<file path="src/rtl/snes_ctrl_pkg.sv">
// Shared types and constants for the console front-panel reset sequencing logic.
// Holds the controller FSM encoding, region codes, reset pattern codes and small helpers.
package snes_ctrl_pkg;

   typedef enum logic [2:0] {
      IDLE   = 3'd0,
      HELD   = 3'd1,
      SELECT = 3'd2,
      ISSUE  = 3'd3,
      WAIT   = 3'd4
   } state_t;

   localparam logic [1:0] REGION_NTSC_U = 2'd0;
   localparam logic [1:0] REGION_PAL    = 2'd1;
   localparam logic [1:0] REGION_NTSC_J = 2'd2;

   localparam logic PATTERN_SHORT = 1'b0;
   localparam logic PATTERN_LONG  = 1'b1;

   // Counters stick at all-ones instead of wrapping back to zero.
   function automatic logic [31:0] sat_inc(input logic [31:0] value);
      return (value == '1) ? value : value + 32'd1;
   endfunction

   function automatic logic [1:0] next_region(input logic [1:0] cur, input int unsigned num);
      if ({30'd0, cur} >= num - 32'd1) return 2'd0;
      return cur + 2'd1;
   endfunction

endpackage

</file>
<file path="src/rtl/button_debouncer.sv">
// Two-flop synchronizer plus stability counter for an active-low front-panel button.
// The debounced level follows the input only after it has held a new value for DEBOUNCE_TICKS cycles.
module button_debouncer #(
   parameter int unsigned DEBOUNCE_TICKS = 1_000_000
) (
   input  logic clk,
   input  logic rst_n,
   input  logic btn_n,
   output logic pressed
);

   logic        sync_1;
   logic        sync_2;
   logic [31:0] stable_cnt;

   always_ff @(posedge clk or negedge rst_n) begin
      if (!rst_n) begin
         sync_1 <= 1'b0;
         sync_2 <= 1'b0;
      end else begin
         sync_1 <= ~btn_n;
         sync_2 <= sync_1;
      end
   end

   // Any cycle where the synchronized level agrees with the output restarts the count.
   always_ff @(posedge clk or negedge rst_n) begin
      if (!rst_n) begin
         stable_cnt <= '0;
         pressed    <= 1'b0;
      end else if (sync_2 == pressed) begin
         stable_cnt <= '0;
      end else if (stable_cnt >= DEBOUNCE_TICKS - 32'd1) begin
         stable_cnt <= '0;
         pressed    <= sync_2;
      end else begin
         stable_cnt <= stable_cnt + 32'd1;
      end
   end

endmodule

</file>
<file path="src/rtl/reset_button_controller.sv">
// Classifies debounced reset-button presses into taps and region-select holds and issues
// exactly one start request per accepted press to the downstream reset pulse driver.
module reset_button_controller
   import snes_ctrl_pkg::*;
#(
   parameter int unsigned DEBOUNCE_TICKS = 1_000_000,
   parameter int unsigned HOLD_TICKS     = 37_500_000,
   parameter int unsigned CYCLE_TICKS    = 50_000_000,
   parameter int unsigned NUM_REGIONS    = 3,
   parameter int unsigned DEFAULT_REGION = 0
) (
   input  logic       clk,
   input  logic       rst_n,
   input  logic       btn_n,
   input  logic       uigr_en,
   input  logic       drv_busy,
   output logic       drv_start,
   output logic       drv_pattern,
   output logic [1:0] region,
   output logic       selecting,
   output logic [1:0] cand,
   output state_t     fsm_state
);

   localparam logic [1:0] DEF_REGION = 2'(DEFAULT_REGION);

   logic        pressed;
   logic        armed;
   state_t      state, state_nx;
   logic [31:0] hold_cnt, hold_cnt_nx;
   logic [31:0] cycle_cnt, cycle_cnt_nx;
   logic [1:0]  region_nx;
   logic [1:0]  cand_q, cand_nx;
   logic        pend_pattern, pend_pattern_nx;
   logic        busy_seen, busy_seen_nx;
   logic        drv_start_nx;
   logic        drv_pattern_nx;

   button_debouncer #(
      .DEBOUNCE_TICKS(DEBOUNCE_TICKS)
   ) u_debouncer (
      .clk    (clk),
      .rst_n  (rst_n),
      .btn_n  (btn_n),
      .pressed(pressed)
   );

   always_comb begin
      state_nx        = state;
      hold_cnt_nx     = hold_cnt;
      cycle_cnt_nx    = cycle_cnt;
      region_nx       = region;
      cand_nx         = cand_q;
      pend_pattern_nx = pend_pattern;
      busy_seen_nx    = busy_seen;
      drv_start_nx    = 1'b0;
      drv_pattern_nx  = drv_pattern;
      case (state)
         IDLE: begin
            if (pressed && armed) begin
               state_nx    = HELD;
               hold_cnt_nx = '0;
            end
         end
         HELD: begin
            // Reaching the hold threshold wins over a release seen in the same cycle.
            if (hold_cnt >= HOLD_TICKS) begin
               state_nx     = SELECT;
               cand_nx      = region;
               cycle_cnt_nx = '0;
            end else if (!pressed) begin
               state_nx        = ISSUE;
               pend_pattern_nx = PATTERN_SHORT;
            end else begin
               hold_cnt_nx = sat_inc(hold_cnt);
            end
         end
         SELECT: begin
            if (!pressed) begin
               if (cand_q != region) begin
                  region_nx       = cand_q;
                  pend_pattern_nx = uigr_en ? PATTERN_LONG : PATTERN_SHORT;
                  state_nx        = ISSUE;
               end else begin
                  state_nx = IDLE;
               end
            end else if (sat_inc(cycle_cnt) >= CYCLE_TICKS) begin
               cand_nx      = next_region(cand_q, NUM_REGIONS);
               cycle_cnt_nx = '0;
            end else begin
               cycle_cnt_nx = sat_inc(cycle_cnt);
            end
         end
         ISSUE: begin
            if (!drv_busy) begin
               drv_start_nx   = 1'b1;
               drv_pattern_nx = pend_pattern;
               busy_seen_nx   = 1'b0;
               state_nx       = WAIT;
            end
         end
         WAIT: begin
            // The driver must acknowledge with busy before its falling edge means done.
            if (!busy_seen) begin
               if (drv_busy) busy_seen_nx = 1'b1;
            end else if (!drv_busy) begin
               state_nx = IDLE;
            end
         end
         default: state_nx = IDLE;
      endcase
   end

   always_ff @(posedge clk or negedge rst_n) begin
      if (!rst_n) begin
         state        <= IDLE;
         hold_cnt     <= '0;
         cycle_cnt    <= '0;
         region       <= DEF_REGION;
         cand_q       <= DEF_REGION;
         pend_pattern <= PATTERN_SHORT;
         busy_seen    <= 1'b0;
         drv_start    <= 1'b0;
         drv_pattern  <= PATTERN_SHORT;
         armed        <= 1'b1;
      end else begin
         state        <= state_nx;
         hold_cnt     <= hold_cnt_nx;
         cycle_cnt    <= cycle_cnt_nx;
         region       <= region_nx;
         cand_q       <= cand_nx;
         pend_pattern <= pend_pattern_nx;
         busy_seen    <= busy_seen_nx;
         drv_start    <= drv_start_nx;
         drv_pattern  <= drv_pattern_nx;
         // A press is only accepted once the button has been seen released.
         armed        <= ~pressed;
      end
   end

   assign selecting = (state == SELECT);
   assign cand      = selecting ? cand_q : region;
   assign fsm_state = state;

endmodule

</file>
<file path="config.mk">
export PLATFORM = sky130hd
export DESIGN_NAME = reset_button_controller
export DESIGN_NICKNAME = d
export VERILOG_FILES = /design/src/rtl/snes_ctrl_pkg.sv /design/src/rtl/button_debouncer.sv /design/src/rtl/reset_button_controller.sv
export SDC_FILE = /design/constraint.sdc
export NUM_CORES = 1
export LEC_CHECK = 0
export BUFFER_PORTS_ARGS = -buffer_cell sky130_fd_sc_hd__buf_2
export CAP_MARGIN = 0
export CORE_ASPECT_RATIO = 2
export CORE_MARGIN = 2
export CORE_UTILIZATION = 45
export DETAILED_ROUTE_END_ITERATION = 10
export GPL_ROUTABILITY_DRIVEN = 0
export MAX_ROUTING_LAYER = met4
export PLACE_DENSITY_LB_ADDON = 0.1
export SLEW_MARGIN = 15
export SYNTH_ARGS = -nofsm -noshare
export SYNTH_HDL_FRONTEND = slang
export SYNTH_HIERARCHICAL = 1
export SYNTH_SLANG_ARGS = --single-unit
</file>
<file path="constraint.sdc">
create_clock -name clk -period 3.75 [get_ports clk]
set_input_delay 0.9375 -clock clk [delete_from_list [all_inputs] [get_ports clk]]
set_output_delay 0.9375 -clock clk [all_outputs]
set_load 0.03 [all_outputs]
</file>
; Word-level counts from Yosys, hierarchy flattened
; Index checks and enable logic that the tools add are counted.
[word_totals]
ff_bits = 111
latch_bits = 0
ramBits = 0
mem_bits_ro = 0
elab_cells = 106
n_memories = 0
[classes]
add_sub_neg = 4
mul = 0
div_mod_pow = 0
n_lt_le_gt_ge = 4
n_eq_ne = 22
shift = 0
n_mux = 44
bitwise_logic = 4
reduce_logical = 14
[op_table]
columns = operator, count
row1 = two-way mux 32 bit, 10
row2 = case mux 32 bit (2 select lines), 2
row3 = adder 32 x 1 -> 32 bit (second input constant), 3
row4 = == test 32 bit (second input constant), 2
row5 = >= comparator 32 x 26 -> 1 bit (second input constant), 2
row6 = >= comparator 32 x 20 -> 1 bit (second input constant), 1
row7 = two-way mux 3 bit, 7
row8 = != test 2 bit (second input constant), 9
row9 = case mux 3 bit (5 select lines), 1
row10 = two-way mux 1 bit, 14
row11 = two-way mux 2 bit, 7
row12 = AND reduction 5 bit, 2
row13 = != test 2 x 1 -> 1 bit (second input constant), 4
row14 = == test 3 x 2 -> 1 bit (second input constant), 2
row15 = AND reduction 2 bit, 3
row16 = AND reduction 3 bit, 2
row17 = AND reduction 6 bit, 1
row18 = nonzero test 2 bit, 3
row19 = inverter 1 bit, 4
row20 = case mux 1 bit (2 select lines), 2
row21 = case mux 2 bit (2 select lines), 1
row22 = AND reduction 4 bit, 1
row23 = == test 3 x 1 -> 1 bit (second input constant), 1
row24 = == test 3 bit (second input constant), 1
row25 = 7 further kinds, 7

; Logic depth before layout (Yosys ltp)
; Gate-level depths: netlist (run 1).
[logic_depth]
ltp_word = 10
mapped_depth = 13
depth_no_buf = 10

; Hierarchy
; The synthesis (run 1) kept the hierarchy.
[by_module_without_submodules]
columns = module, n_inst, cells_per_inst, area_each_um2
row1 = reset_button_controller, 1, 516, 4541.9
row2 = button_debouncer, 1, 130, 1481.4

; Worst setup path after synthesis (run 1)
; OpenSTA, ideal clock, no wires.
[synth_path]
path_type = reg-to-reg
from = register cycle_cnt[8]
to = register cand_q[1]
setup_ns = 0.125
t_arrival_ns = 2.906
slack_ns = 0.719
path_stages_with_launch = 11
period_less_slack_ns = 3.031
path_cell_list = dfrtp_1 buf_2 nand3_1 nor4_2 nor4b_2 nor4_1 xnor2_1 or4_1 o21a_1 nor2_2 mux2_2
[synth_via]
elab_chain_cells = 5
[synth_rtl]
columns = item, line
row1 = start: declaration, reset_button_controller.sv:31  ; logic [31:0] cycle_cnt, cycle_cnt_nx;
row2 = start signal: assignment, reset_button_controller.sv:129  ; cycle_cnt <= cycle_cnt_nx;
row3 = adder 32 x 1 -> 32 bit or == test 32 bit (tied branches), snes_ctrl_pkg.sv:22  ; return (value == '1) ? value : value + 32'd1;
row4 = two-way mux 32 bit *, --
row5 = >= comparator 32 x 26 -> 1 bit *, reset_button_controller.sv:87  ; end else if (sat_inc(cycle_cnt) >= CYCLE_TICKS) begin
row6 = != test 2 x 1 -> 1 bit (no source line) *, --
row7 = AND reduction 4 bit (no source line) *, --
row8 = end signal: assignment, reset_button_controller.sv:131  ; cand_q <= cand_nx;
row9 = end: declaration, reset_button_controller.sv:33  ; logic [1:0] cand_q, cand_nx;
; Every way passes the cells marked *; elsewhere a longest branch is shown, timed or not.
; A chain may end at the register's enable or synchronous reset.

; Worst setup path after layout (run 1)
[layout_path]
from = register cycle_cnt[0]
to = register cycle_cnt[2]
[layout_via]
elab_chain_cells = 6
[layout_rtl]
columns = item, line
row1 = adder 32 x 1 -> 32 bit or == test 32 bit (tied branches), snes_ctrl_pkg.sv:22
row2 = two-way mux 32 bit *, snes_ctrl_pkg.sv:22
row3 = >= comparator 32 x 26 -> 1 bit, reset_button_controller.sv:87
row4 = two-way mux 32 bit *, reset_button_controller.sv:87
row5 = two-way mux 32 bit *, reset_button_controller.sv:79  ; if (!pressed) begin
row6 = case mux 32 bit (2 select lines) *, reset_button_controller.sv:58  ; case (state)
; Every way passes the cells marked *; elsewhere a longest branch is shown, timed or not. The select of a mux whose other input is x is not followed.

==> impl_summary.md, run 1 <==
Layout
The commonest non-fill, non-tap cell in the layout is sky130_fd_sc_hd__dfrtp_1. In the layout the commonest cells are sky130_fd_sc_hd__dfrtp_1, sky130_fd_sc_hd__nor2_1, sky130_fd_sc_hd__nand2_1. The number of antenna repair diodes is 0. The total number of nets in the final design is 681. The post-route non-filler standard cell count is 829. The combined area of the multi-input logic cells is 3105 sq um. The sequential cell area in the final layout is 2779 sq um. From synthesis to final layout, the design area changed by 10.51%. The filler cells instantiated in the layout total approximately 1200. The post-route netlist has 10.64% of its cells at a drive strength greater than 1. The fraction of the core area covered by cells at the end of the flow is 50.94%.

Setup path
Walking the worst path, the cells encountered are ha_1 > nand3_1 > or2_1 > nor3_4 > xor2_1 > o2111ai_1 > or4_1 > o21a_2 > buf_4 > a21o_1 > a22o_1. The type of element launching the critical path is a register. The data arrival time of the worst path is approximately 3.8 ns. For this design, the slowest cell found on the critical path is sky130_fd_sc_hd__or4_1.

The data required time of the critical path is roughly 4.0 ns. The largest single stage delay on the critical path is slightly below 0.6 ns. The endpoint class of the critical path is a register. Of all nets on the critical path, the largest fanout is 14. The path type of the worst setup path is register to register.

Logic synthesis
In this run, distinct cell masters in the synthesized netlist total 75. sky130_fd_sc_hd__dfrtp_1 takes more of the synthesized area than any other cell. The area share of the leading cell type in the synthesized netlist is 45.70%. The dominant register cell in the synthesized netlist is sky130_fd_sc_hd__dfrtp_1. Counting flops with an async set or reset pin after synthesis yields a share of 100.0%. The sequential cell area fraction in the yosys report is 46.14%. In the post-synthesis netlist, the biggest area contributors are sky130_fd_sc_hd__dfrtp_1, sky130_fd_sc_hd__xor2_1, sky130_fd_sc_hd__nor2_1, sky130_fd_sc_hd__nand2_1, sky130_fd_sc_hd__nand3_1. The cell area after technology mapping is 6023 sq um. The post-synthesis instance total is around 650. Yosys mapped a number of flops with a built-in enable equal to 0. The average instance in the mapped netlist occupies 9.324 sq um.

For this run, the number of Yosys warnings is 6. Counting flops and latches in the post-synthesis netlist gives 111.

Floorplanning
The core region is 13070 sq um. From left edge to right edge, the die measures 85.81 microns. The area enclosed by the die boundary is roughly 14000 sq um. 15 I/O pins were placed. The die outline height is 167.6 microns. The floorplan has 59 rows. For this configuration, the core starts out at a cell density of 46.10%.

Route
The number of detailed-route iterations in the first pass is 7. In the routed layout, each cell is associated on average with a via count of 5.970. In the routed design, unresolved DRC markers number 0.

After detailed routing, the total wire length is between 10 and 15 mm. The per-cell routed wire length is 17.58 microns. Detailed routing inserted a total of 4949 vias. The violation count after the first detailed-routing iteration is 212. The number of routed nets with antenna violations is 0.

Power and ir drop
The worst ir drop on vdd is around 0.25 mV. The portion of total power attributed to combinational logic is 22.3%. The internal power of the cells totals 2017 uW. The net switching fraction of the power is 33.44%. The sequential cell fraction of total power is between 40 and 50%.

The leakage power total is 0.002967 uW. The proportion of power drawn by the clock network is between 30% and 40%. The power density of the placed cells is 455.2 nW/um^2.

For this design the total switching power over the nets is approximately 1000 uW.

Clocking
The H-tree was split into 3 levels. The clock sink count is ~110. The total of hold buffers inserted after clock tree synthesis is 0. The buffer cell driving the clock tree root is sky130_fd_sc_hd__clkbuf_16. The TritonCTS clock tree is built.

The clock buffer count from CTS is 9. The clock latency reported for the late side of the worst-skew pair is 0.35 ns. Clock-pin slew was measured on the worst setup and hold paths at 0.07 ns. The maximum clock path buffer count is 2.

In this run the post-CTS setup repair buffer count came out at 0.

GRT
The number of antenna violations at the first check in global routing is 0. The combined global-route utilization of all metal layers is 21.97%. The via count of the first global-routing pass is 5062. The total overflow left after global routing is 0. The global-route wire length before repair is between 20 and 25 mm. Entering global routing, the biggest net connects approximately 110 pins.

Placement
The post-DP HPWL is 10.54 mm. The number of I/O port buffers is 14. The placed instance count is 813.

Timing
The max-slew violation count came to 0. The minimum clock period is 3.588 ns. The number of setup violations in the final report is 0. The slew of the pin with the lowest slew margin is 1.084 ns.

Setup repair after global routing could not meet its margin everywhere. The final count of hold timing violations is 0. The max-slew headroom at the worst pin is 27.73%.

Of the available clock period, the critical path in the final layout requires 95.68%. Timing would allow up to about 0.28 GHz. The final worst clock skew is about 0.011 ns.

Worst hold path
The min-delay analysis places its worst path in the category register to register.

Job
The number of max-cap violations is 0.

Run status
The run finished with clean final reports.
==> through the flow <==
stage	setup slack (ns)	hold WS, ns	TNS [ns]	total power, uW	instance area (sq um)
floorplan	0.7188	0.3312	0	1828	6065
global placement	0.1631	0.3372	0	2034	6324
detailed placement	0.1463	0.3465	0	2050	6324
CTS	0.1014	0.3627	0	3047	6633
global route	-0.04341	0.3699	-0.08100	3191	6656
finish	0.1621	0.3626	0	3030	6656
==> sequential cells by signal, summed over array words and instances, names as in the netlist, 2 cells and up <==
signal,cells
u_debouncer/stable_cnt,32
fsm_state,3
hold_cnt,32
cand_q,2
region,2
cycle_cnt,32
==> per-layer routing <==
layer | track usage [%] | part of all wire, % | vias to the layer above
met3 | 3.006 | 2.6 | 49
met2 | 37.91 | 53 | 110
li1 | - | - | 2367
met4 | 12.28 | 5.0 | 0
met5 | - | 0 | -
met1 | 23.76 | 39 | 2423
==> worst max-delay path, delay by kind of cell, from the launching register on <==
family | cells | cell delay, ns
and+or+nand+nor | 4 | 1.59
AOI/OAI and AO/OA | 4 | 0.83
DFF | 1 | 0.41
adders and majority gates | 1 | 0.27
buffers and inverters | 1 | 0.22
xor gates and xnor gates | 1 | 0.17
==> final timing paths <==
check | end | slack, ns | start | cells after the start
max | cycle_cnt[2] | 0.16 | cycle_cnt[0] | 11
min | u_debouncer/sync_2 | 0.36 | u_debouncer/sync_1 | 0
max reg2reg | cycle_cnt[2] | 0.16 | cycle_cnt[0] | 11
min reg2reg | u_debouncer/sync_2 | 0.36 | u_debouncer/sync_1 | 0
max in group asynchronous | hold_cnt[28] | 2.64 | rst_n | 2
min in group asynchronous | u_debouncer/stable_cnt[20] | 0.66 | rst_n | 2
==> power groups by stage <==
stage	Sequential, uW	Clock, uW	Combinational, uW
global route	1380	1070	742
detailed placement	1380	0	667
CTS	1360	1020	669
global placement	1380	0	655
floorplan	1410	0	416
finish	1360	994	677
==> cell usage after synthesis (12+ instances only) <==
cell type and n:
sky130_fd_sc_hd__nor3_1 14, sky130_fd_sc_hd__nand2_1 61, sky130_fd_sc_hd__nand4_1 26, sky130_fd_sc_hd__nand3_1 39, sky130_fd_sc_hd__o21ai_0 25, sky130_fd_sc_hd__dfrtp_1 110, sky130_fd_sc_hd__and4_1 12, sky130_fd_sc_hd__nor2_1 77
sky130_fd_sc_hd__xor2_1 35, sky130_fd_sc_hd__a21oi_1 30, sky130_fd_sc_hd__inv_1 18, sky130_fd_sc_hd__clkbuf_1 12, sky130_fd_sc_hd__and3_1 19
==> cell type report <==
| cell class | count | share of cell area, % |
|---|---|---|
| clock buffers | 11 | 3.647 |
| repair buffers | 30 | 3.083 |
| clock inverters | 5 | 0.9962 |
| well taps | 152 | 2.857 |
| flip-flops and latches | 111 | 41.75 |
| multi-input cells | 502 | 46.65 |
| inverters | 18 | 1.015 |
==> repair_timing <==
| item | in CTS | in global routing |
|---|---|---|
| gates resized for setup | 0 | 4 |
| setup endpoints to repair | 0 | 20 |
| hold endpoints to repair | 0 | 0 |
==> kinds of logic after synthesis <==
| family | synth area share [%] |
|---|---|
| DFF | 46.14 |
| AOI/OAI and AO/OA | 13.90 |
| buffers and inverters | 3.386 |
| xor gates and xnor gates | 6.689 |
| other | 0.06226 |
| muxes | 1.475 |
| and+or+nand+nor | 27.52 |
| adders and majority gates | 0.8309 |
Note: power is estimated with default switching activity, not from simulation.
==> run 2, diff against run 1 <==
--- a/config.mk
+++ b/config.mk
@@ -7,7 +7,7 @@
 export LEC_CHECK = 0
 export BUFFER_PORTS_ARGS = -buffer_cell sky130_fd_sc_hd__buf_2
 export CAP_MARGIN = 0
-export CORE_ASPECT_RATIO = 2
+export CORE_ASPECT_RATIO = 1.4
 export CORE_MARGIN = 2
 export CORE_UTILIZATION = 45
 export DETAILED_ROUTE_END_ITERATION = 10
==> impl_summary.md, run 2 (synthesis results as in run 1) <==
GRT
The leftover overflow at the end of global routing was 0 (unchanged). The combined global-route utilization of all metal layers is 20.86% (-1.1 points). The largest net degree at the start of global routing is 112 (unchanged).

The via count of the first global-routing pass is 4809 (-5.0%). The met2 track demand over resource in global routing was 33.07% (-4.8 points). The global routing met3 resource utilization is 2.677% (-0.33 points). The routing usage on met1 is 26.45% (+2.7 points). The number of antenna violations at the first check in global routing came to 0 (unchanged).

In this run the most used layer during global routing was met2. The global-route wire length before repair came to 23.13 mm (-5.9%).

Setup path
The cell family contributing the most delay on the critical path is simple AND/OR/NAND/NOR gates. The type of element launching the critical path is a register. The reg-to-reg setup timing slack is 0.25 ns (+0.09 ns). The slowest stage of the critical path is the sky130_fd_sc_hd__or4_1 cell.

The signal on the critical path passes through ha_1 > nand3_1 > nor4_2 > nor4b_2 > nor4_1 > xnor2_1 > or4_1 > o21a_1 > buf_4 > a21o_1 > a22o_1. The endpoint class of the critical path is a register. The number of cells traversed by the worst register-to-register path is 11 (unchanged). The data required time of the critical path is 4.00 ns (about the same).

The buffer and inverter count on the worst path is 1 (unchanged). The top fanout value on the critical path is 8 (-6). The startpoint identified for the worst register-to-register timing path is cycle_cnt[0].

The reg-to-reg endpoint is cycle_cnt[19]. The data arrival time of the worst path was 3.75 ns (-0.07 ns). The longest individual stage delay on the worst path is 0.57 ns (-0.02 ns). By startpoint and endpoint, the worst setup path is classified as register to register.

Timing
The highest achievable clock rate is 0.2857 GHz (+2.5%). The minimum clock period came to 3.500 ns (-0.08797 ns). The final hold slack came to 0.3632 ns (+0.0006030 ns). The max-slew headroom at the worst pin is 29.53% (+1.8 points). The final clock period utilization by the worst path is 93.33% (-2.3 points).

The max-slew violation count came to 0 (unchanged). The final setup slack of the worst path is 0.2501 ns (+0.08797 ns). The final worst clock skew is 0.01091 ns (-0.0004060 ns).

The number of setup violations in the final report is 0 (unchanged). The final count of hold timing violations is 0 (unchanged). Setup repair after global routing left no endpoint under its margin. The setup TNS is 0 ns (unchanged). The slew of the pin with the lowest slew margin is 1.057 ns (-0.02702 ns).

Clocking
The maximum clock path buffer count is 2 (unchanged). The post-CTS repair timing setup buffer count was 0 (unchanged). The clock sink count is 111 (unchanged). The clock buffer count from CTS came to 9 (unchanged).

The clock latency reported for the late side of the worst-skew pair was 0.36 ns (about the same). The buffer cell driving the clock tree root is sky130_fd_sc_hd__clkbuf_16. The total of hold buffers inserted after clock tree synthesis is 0 (unchanged). TritonCTS built the clock tree. The clock-pin slew of the registers on the worst-case setup and hold paths is 0.08 ns (about the same). The quantity of gates resized following cts was 0 (unchanged). The H-tree level count came to 3 (unchanged).

Floorplanning
The placement row count is 50 (-15%). The width of the die is 101.8 microns (+19%). The placeable core region was 13200 sq um (+1.0%). The starting density of the core is 45.63% (-0.47 points).

The top-level I/O count is 15 (unchanged). The die outline height is 140.9 microns (-16%). The area enclosed by the die boundary is 14340 sq um (-0.29%).

Route
The number of vias per cell is 5.642 (-5.5%). The sum of routed wire length over all layers came to 13.55 mm (-7.0%). The detailed-route via count is 4841 (-2.2%).

The per-cell routed wire length was 15.79 microns (-10%). The number of routed nets with antenna violations is 0 (unchanged). The number of detailed-route iterations in the first pass is 4 (-3). The violation count after the first detailed-routing iteration was 236 (+11%). The number of remaining DRC errors came to 0 (unchanged).

Power and ir drop
The worst ir drop on vdd is 0.3102 mV (+25%). The proportion of power drawn by the clock network is 33.6% (+0.8 points). The portion of total power attributed to combinational logic is 21.5% (-0.8 points).

The internal power consumption is 2012 uW (-0.26%). The net switching fraction of the power is 33.52% (+0.083 points). The power density of the placed cells is 453.7 nW/um^2 (-0.32%).

The sequential cell fraction of total power is 44.9% (about the same). The switching power total came to 1014 uW (+0.12%). The leakage power total was 0.002946 uW (-0.71%).

Worst hold path
The worst hold path startpoint is u_debouncer/sync_1. The tightest min-delay check is of the register to register type. For hold timing, the worst endpoint is u_debouncer/sync_2. The number of cells on the worst hold path is 0 (unchanged).

Layout
The finished layout cell area is 6669 sq um (+0.19%). The fraction of final layout cells with drive strength greater than 1 is 10.36% (-0.28 points). In the final layout, the registers with the most flip-flops are cycle_cnt (32), hold_cnt (32), u_debouncer/stable_cnt (32). The number of antenna repair diodes is 0 (unchanged).

The combined area of the multi-input logic cells came to 3082 sq um (-0.77%). The number of fill cells in the layout is 1238 (+2.2%). The total number of nets in the final design is 680 (-0.15%).

The sequential cell area in the final layout is 2779 sq um (unchanged). From synthesis to final layout, the design area changed by 10.72%. The library cell used most frequently in the layout, excluding fill and tap cells, is sky130_fd_sc_hd__dfrtp_1.

In the layout the commonest cells are sky130_fd_sc_hd__dfrtp_1, sky130_fd_sc_hd__nor2_1, sky130_fd_sc_hd__nand2_1.

Placement
The number of I/O port buffers came to 14 (unchanged). The cell area after placement is 6354 sq um (+0.47%). The post-DP HPWL is 9.567 mm (-9.2%).

The worst slack at placement is 0.2996 ns (+0.1533 ns).

Run status
The run finished with clean final reports.

Job
The number of max-cap violations was 0 (unchanged).
run 2: how the worst max path moves through the flow:
| stage | startpoint | cells past startpoint | end | slack [ns] |
|---|---|---|---|---|
| after floorplan | cycle_cnt[8] | 10 | cand_q[1] | 0.72 |
| after global placement | cycle_cnt[11] | 10 | cycle_cnt[18] | 0.39 |
| after detailed placement | cycle_cnt[11] | 10 | cycle_cnt[19] | 0.30 |
| after CTS | cycle_cnt[11] | 10 | cycle_cnt[19] | 0.25 |
| after global routing | cycle_cnt[11] | 10 | cycle_cnt[19] | 0.06 |
| final | cycle_cnt[0] | 11 | cycle_cnt[19] | 0.25 |
run 2: final cells by class:
cell class / instances / area share [%]
clock buffers: 9 / 3.377
clock inverters: 7 / 1.351
inverters: 18 / 1.013
multi-input cells: 502 / 46.21
flip-flops and latches: 111 / 41.67
well taps: 182 / 3.415
repair buffers: 29 / 2.964
run 2: through the flow:
stage	cells	total power, uW	util (%)
3_5_place_dp	842	2036	48.13
4_1_cts	858	3067	50.52
5_1_grt	858	3195	50.52
6_report	858	3026	50.52
3_3_place_gp	842	2023	48.13
2_1_floorplan	657	1828	-
run 2: metal layers:
| metal | wire (microns) | part of all wire [%] |
|---|---|---|
| met1 | 6057 | 45 |
| met5 | 0 | 0 |
| met4 | 406 | 3.0 |
| met2 | 6637 | 49 |
| met3 | 446 | 3.3 |
run 2: power groups by stage:
| stage | clock network, uW | logic [uW] | registers, uW |
|---|---|---|---|
| 3_5_place_dp | 0 | 655 | 1380 |
| 3_3_place_gp | 0 | 647 | 1380 |
| 6_report | 1020 | 652 | 1360 |
| 4_1_cts | 1050 | 658 | 1360 |
| 2_1_floorplan | 0 | 416 | 1410 |
| 5_1_grt | 1090 | 730 | 1370 |
==> run 3, diff against run 2 <==
--- a/config.mk
+++ b/config.mk
@@ -9,9 +9,10 @@
 export CAP_MARGIN = 0
 export CORE_ASPECT_RATIO = 1.4
 export CORE_MARGIN = 2
-export CORE_UTILIZATION = 45
+export CORE_UTILIZATION = 25
 export DETAILED_ROUTE_END_ITERATION = 10
 export GPL_ROUTABILITY_DRIVEN = 0
+export HOLD_SLACK_MARGIN = 0.06
 export MAX_ROUTING_LAYER = met4
 export PLACE_DENSITY_LB_ADDON = 0.1
 export SLEW_MARGIN = 15
==> impl_summary.md, run 3 (synthesis results as in run 1) <==
Setup path
Following the worst setup path forward leads to its endpoint at cycle_cnt[19]. The reg-to-reg setup timing slack is 0.29 ns (+0.04 ns). The worst setup path is captured at a register. The endpoint identified for the worst register-to-register timing path is cycle_cnt[19].

The top fanout value on the critical path is 10 (+2). The beginning of the worst register-to-register path is cycle_cnt[8]. The data required time of the critical path came to 4.00 ns (about the same). The type of element launching the critical path is a register.

The critical path in this run is classified as register to register. The data arrival time of the worst path came to 3.71 ns (-0.04 ns). The most critical setup path has its startpoint at cycle_cnt[8]. The number of cells traversed by the worst register-to-register path is 11 (unchanged).

Worst hold path
The class of the worst hold path is register to register. The number of cells on the worst hold path is 0 (unchanged).

Layout
Relative to the synthesized area, the layout overhead comes to 14.37%. The fraction of the core area covered by cells at the end of the flow is 28.94% (-22 points). The number of antenna repair diodes is 0 (unchanged).

In the layout the commonest cells are sky130_fd_sc_hd__dfrtp_1, sky130_fd_sc_hd__nor2_1, sky130_fd_sc_hd__nand2_1. The total number of nets in the final design is 686 (+0.88%). Leaving out fill and tap cells, the most frequent cell in the layout is sky130_fd_sc_hd__dfrtp_1. The largest registers in the layout are cycle_cnt (32), hold_cnt (32), u_debouncer/stable_cnt (32). The number of fill cells in the layout came to 2574 (+110%).

The fraction of final layout cells with drive strength greater than 1 is 11.29% (+0.94 points).

Floorplanning
The placeable core region is 23810 sq um (+80%). The width of the die is 135.2 microns (+33%). The starting density of the core is 25.30% (-20 points). The top-level I/O count came to 15 (unchanged). The die outline height came to 187.7 microns (+33%). The placement row count came to 67 (+34%). The area enclosed by the die boundary is 25370 sq um (+77%).

Route
The number of remaining DRC errors is 0 (unchanged). The number of detailed-route iterations in the first pass is 4 (unchanged). The number of vias per cell is 4.972 (-12%).

The per-cell routed wire length was 15.85 microns (+0.40%). The sum of routed wire length over all layers is 15.73 mm (+16%). The number of routed nets with antenna violations came to 0 (unchanged). The violation count after the first detailed-routing iteration is 197 (-17%). The detailed-route via count is 4932 (+1.9%).

Clocking
The maximum clock path buffer count is 2 (unchanged). The clock latency reported for the late side of the worst-skew pair was 0.37 ns (about the same). The clock sink count is 111 (unchanged).

The total of hold buffers inserted after clock tree synthesis is 0 (unchanged). The post-CTS repair timing setup buffer count is 0 (unchanged). The quantity of gates resized following cts came to 0 (unchanged). TritonCTS built the clock tree. The buffer cell driving the clock tree root is sky130_fd_sc_hd__clkbuf_16. The clock-pin slew of the registers on the worst-case setup and hold paths is 0.08 ns (about the same). The H-tree level count was 3 (unchanged). The clock buffer count from CTS is 9 (unchanged).

Timing
Setup repair after global routing left no endpoint under its margin. The minimum clock period was 3.461 ns (-0.03871 ns). The final count of hold timing violations is 0 (unchanged). The highest achievable clock rate is 0.2889 GHz (+1.1%). The slew of the pin with the lowest slew margin came to 0.9761 ns (-0.08093 ns). The number of setup violations in the final report is 0 (unchanged).

The max-slew violation count is 0 (unchanged). The final clock period utilization by the worst path is 92.30% (-1.0 points). The setup TNS is 0 ns (unchanged). The final worst clock skew is 0.01086 ns (-0.00005240 ns). The max-slew headroom at the worst pin is 34.92% (+5.4 points).

Power and ir drop
The power density of the placed cells is 454.4 nW/um^2 (+0.15%). The internal power consumption is 2082 uW (+3.5%). The sequential cell fraction of total power came to 43.4% (-1.5 points). The proportion of power drawn by the clock network is 34.8% (+1.2 points). The switching power total was 1049 uW (+3.4%). The leakage power total came to 0.002984 uW (+1.3%). The worst ir drop on vdd is 0.2392 mV (-23%). The portion of total power attributed to combinational logic came to 21.8% (+0.3 points). The net switching fraction of the power is 33.50% (about the same).

GRT
The via count of the first global-routing pass is 5135 (+6.8%). The global-route wire length before repair came to 26.59 mm (+15%). The number of antenna violations at the first check in global routing was 0 (unchanged).

The combined global-route utilization of all metal layers is 13.56% (-7.3 points). The leftover overflow at the end of global routing came to 0 (unchanged). The largest net degree at the start of global routing is 69 (-38%).

Placement
The post-DP HPWL came to 11.08 mm (+16%). The number of I/O port buffers is 14 (unchanged).

Job
The number of max-cap violations is 0 (unchanged).

Run status
The run finished with clean final reports.
-- run 3: changes by cell type in the layout (fill, tap and decap cells not counted) --
cell / before / now
sky130_fd_sc_hd__buf_4: 15 / 21
sky130_fd_sc_hd__and3_1: 19 / 18
sky130_fd_sc_hd__and3_2: 0 / 1
sky130_fd_sc_hd__bufinv_16: 1 / 2
sky130_fd_sc_hd__clkinv_8: 1 / 0
-- run 3: critical path: stages, from the launching register on --
cell	delay (ns)
sky130_fd_sc_hd__dfrtp_1	0.53
sky130_fd_sc_hd__nand3_1	0.25
sky130_fd_sc_hd__nor4_2	0.56
sky130_fd_sc_hd__nor4b_2	0.35
sky130_fd_sc_hd__buf_4	0.20
sky130_fd_sc_hd__a2bb2oi_1	0.22
sky130_fd_sc_hd__a21oi_1	0.07
sky130_fd_sc_hd__o41a_1	0.35
sky130_fd_sc_hd__o21a_1	0.27
sky130_fd_sc_hd__buf_4	0.20
sky130_fd_sc_hd__a21o_1	0.18
sky130_fd_sc_hd__a22o_1	0.17
-- run 3: power by group through the flow --
stage          clock network [uW]  registers [uW]  logic [uW]
2_1_floorplan                   0            1410         416
3_3_place_gp                    0            1370         684
3_5_place_dp                    0            1380         690
4_1_cts                      1140            1360         694
5_1_grt                      1180            1370         766
6_report                     1090            1360         684
-- run 3: through the flow --
| stage | hold WS [ns] | setup slack, ns | instance area (sq um) | instances | total power (uW) |
|---|---|---|---|---|---|
| after floorplan | 0.3312 | 0.7188 | 6065 | 657 | 1828 |
| after global placement | 0.3377 | 0.2893 | 6559 | 976 | 2058 |
| after detailed placement | 0.3418 | 0.2712 | 6559 | 976 | 2071 |
| after CTS | 0.3598 | 0.2441 | 6888 | 992 | 3188 |
| after global routing | 0.3717 | 0.05347 | 6889 | 992 | 3315 |
| final | 0.3559 | 0.2888 | 6889 | 992 | 3130 |
-- run 3: area by class of cell --
cell class / instances / area, sq um / area share [%]
Clock buffer: 9 / 225.2 / 3.269
Timing Repair Buffer: 35 / 242.7 / 3.523
Tap cell: 310 / 387.9 / 5.630
Sequential cell: 111 / 2779 / 40.34
Multi-Input combinational cell: 502 / 3083 / 44.75
Clock inverter: 7 / 103.9 / 1.507
Inverter: 18 / 67.56 / 0.9807
-- run 3: metal layers --
layer  global-route usage [%]  vias up  wire, microns
met5                        -        -              0
met4                    5.449        0            363
met3                    2.298       24            566
met1                    16.52     2435           7005
li1                         -     2386              -
met2                    22.26       87           7789
-- run 3: worst min-delay path by stage --
| stage | to | from | slack, ns |
|---|---|---|---|
| CTS | u_debouncer/sync_2 | u_debouncer/sync_1 | 0.36 |
| detailed placement | u_debouncer/sync_2 | u_debouncer/sync_1 | 0.34 |
| global placement | u_debouncer/sync_2 | u_debouncer/sync_1 | 0.34 |
| floorplan | u_debouncer/sync_2 | u_debouncer/sync_1 | 0.33 |
| finish | u_debouncer/sync_2 | u_debouncer/sync_1 | 0.36 |
| global route | u_debouncer/sync_2 | u_debouncer/sync_1 | 0.37 |
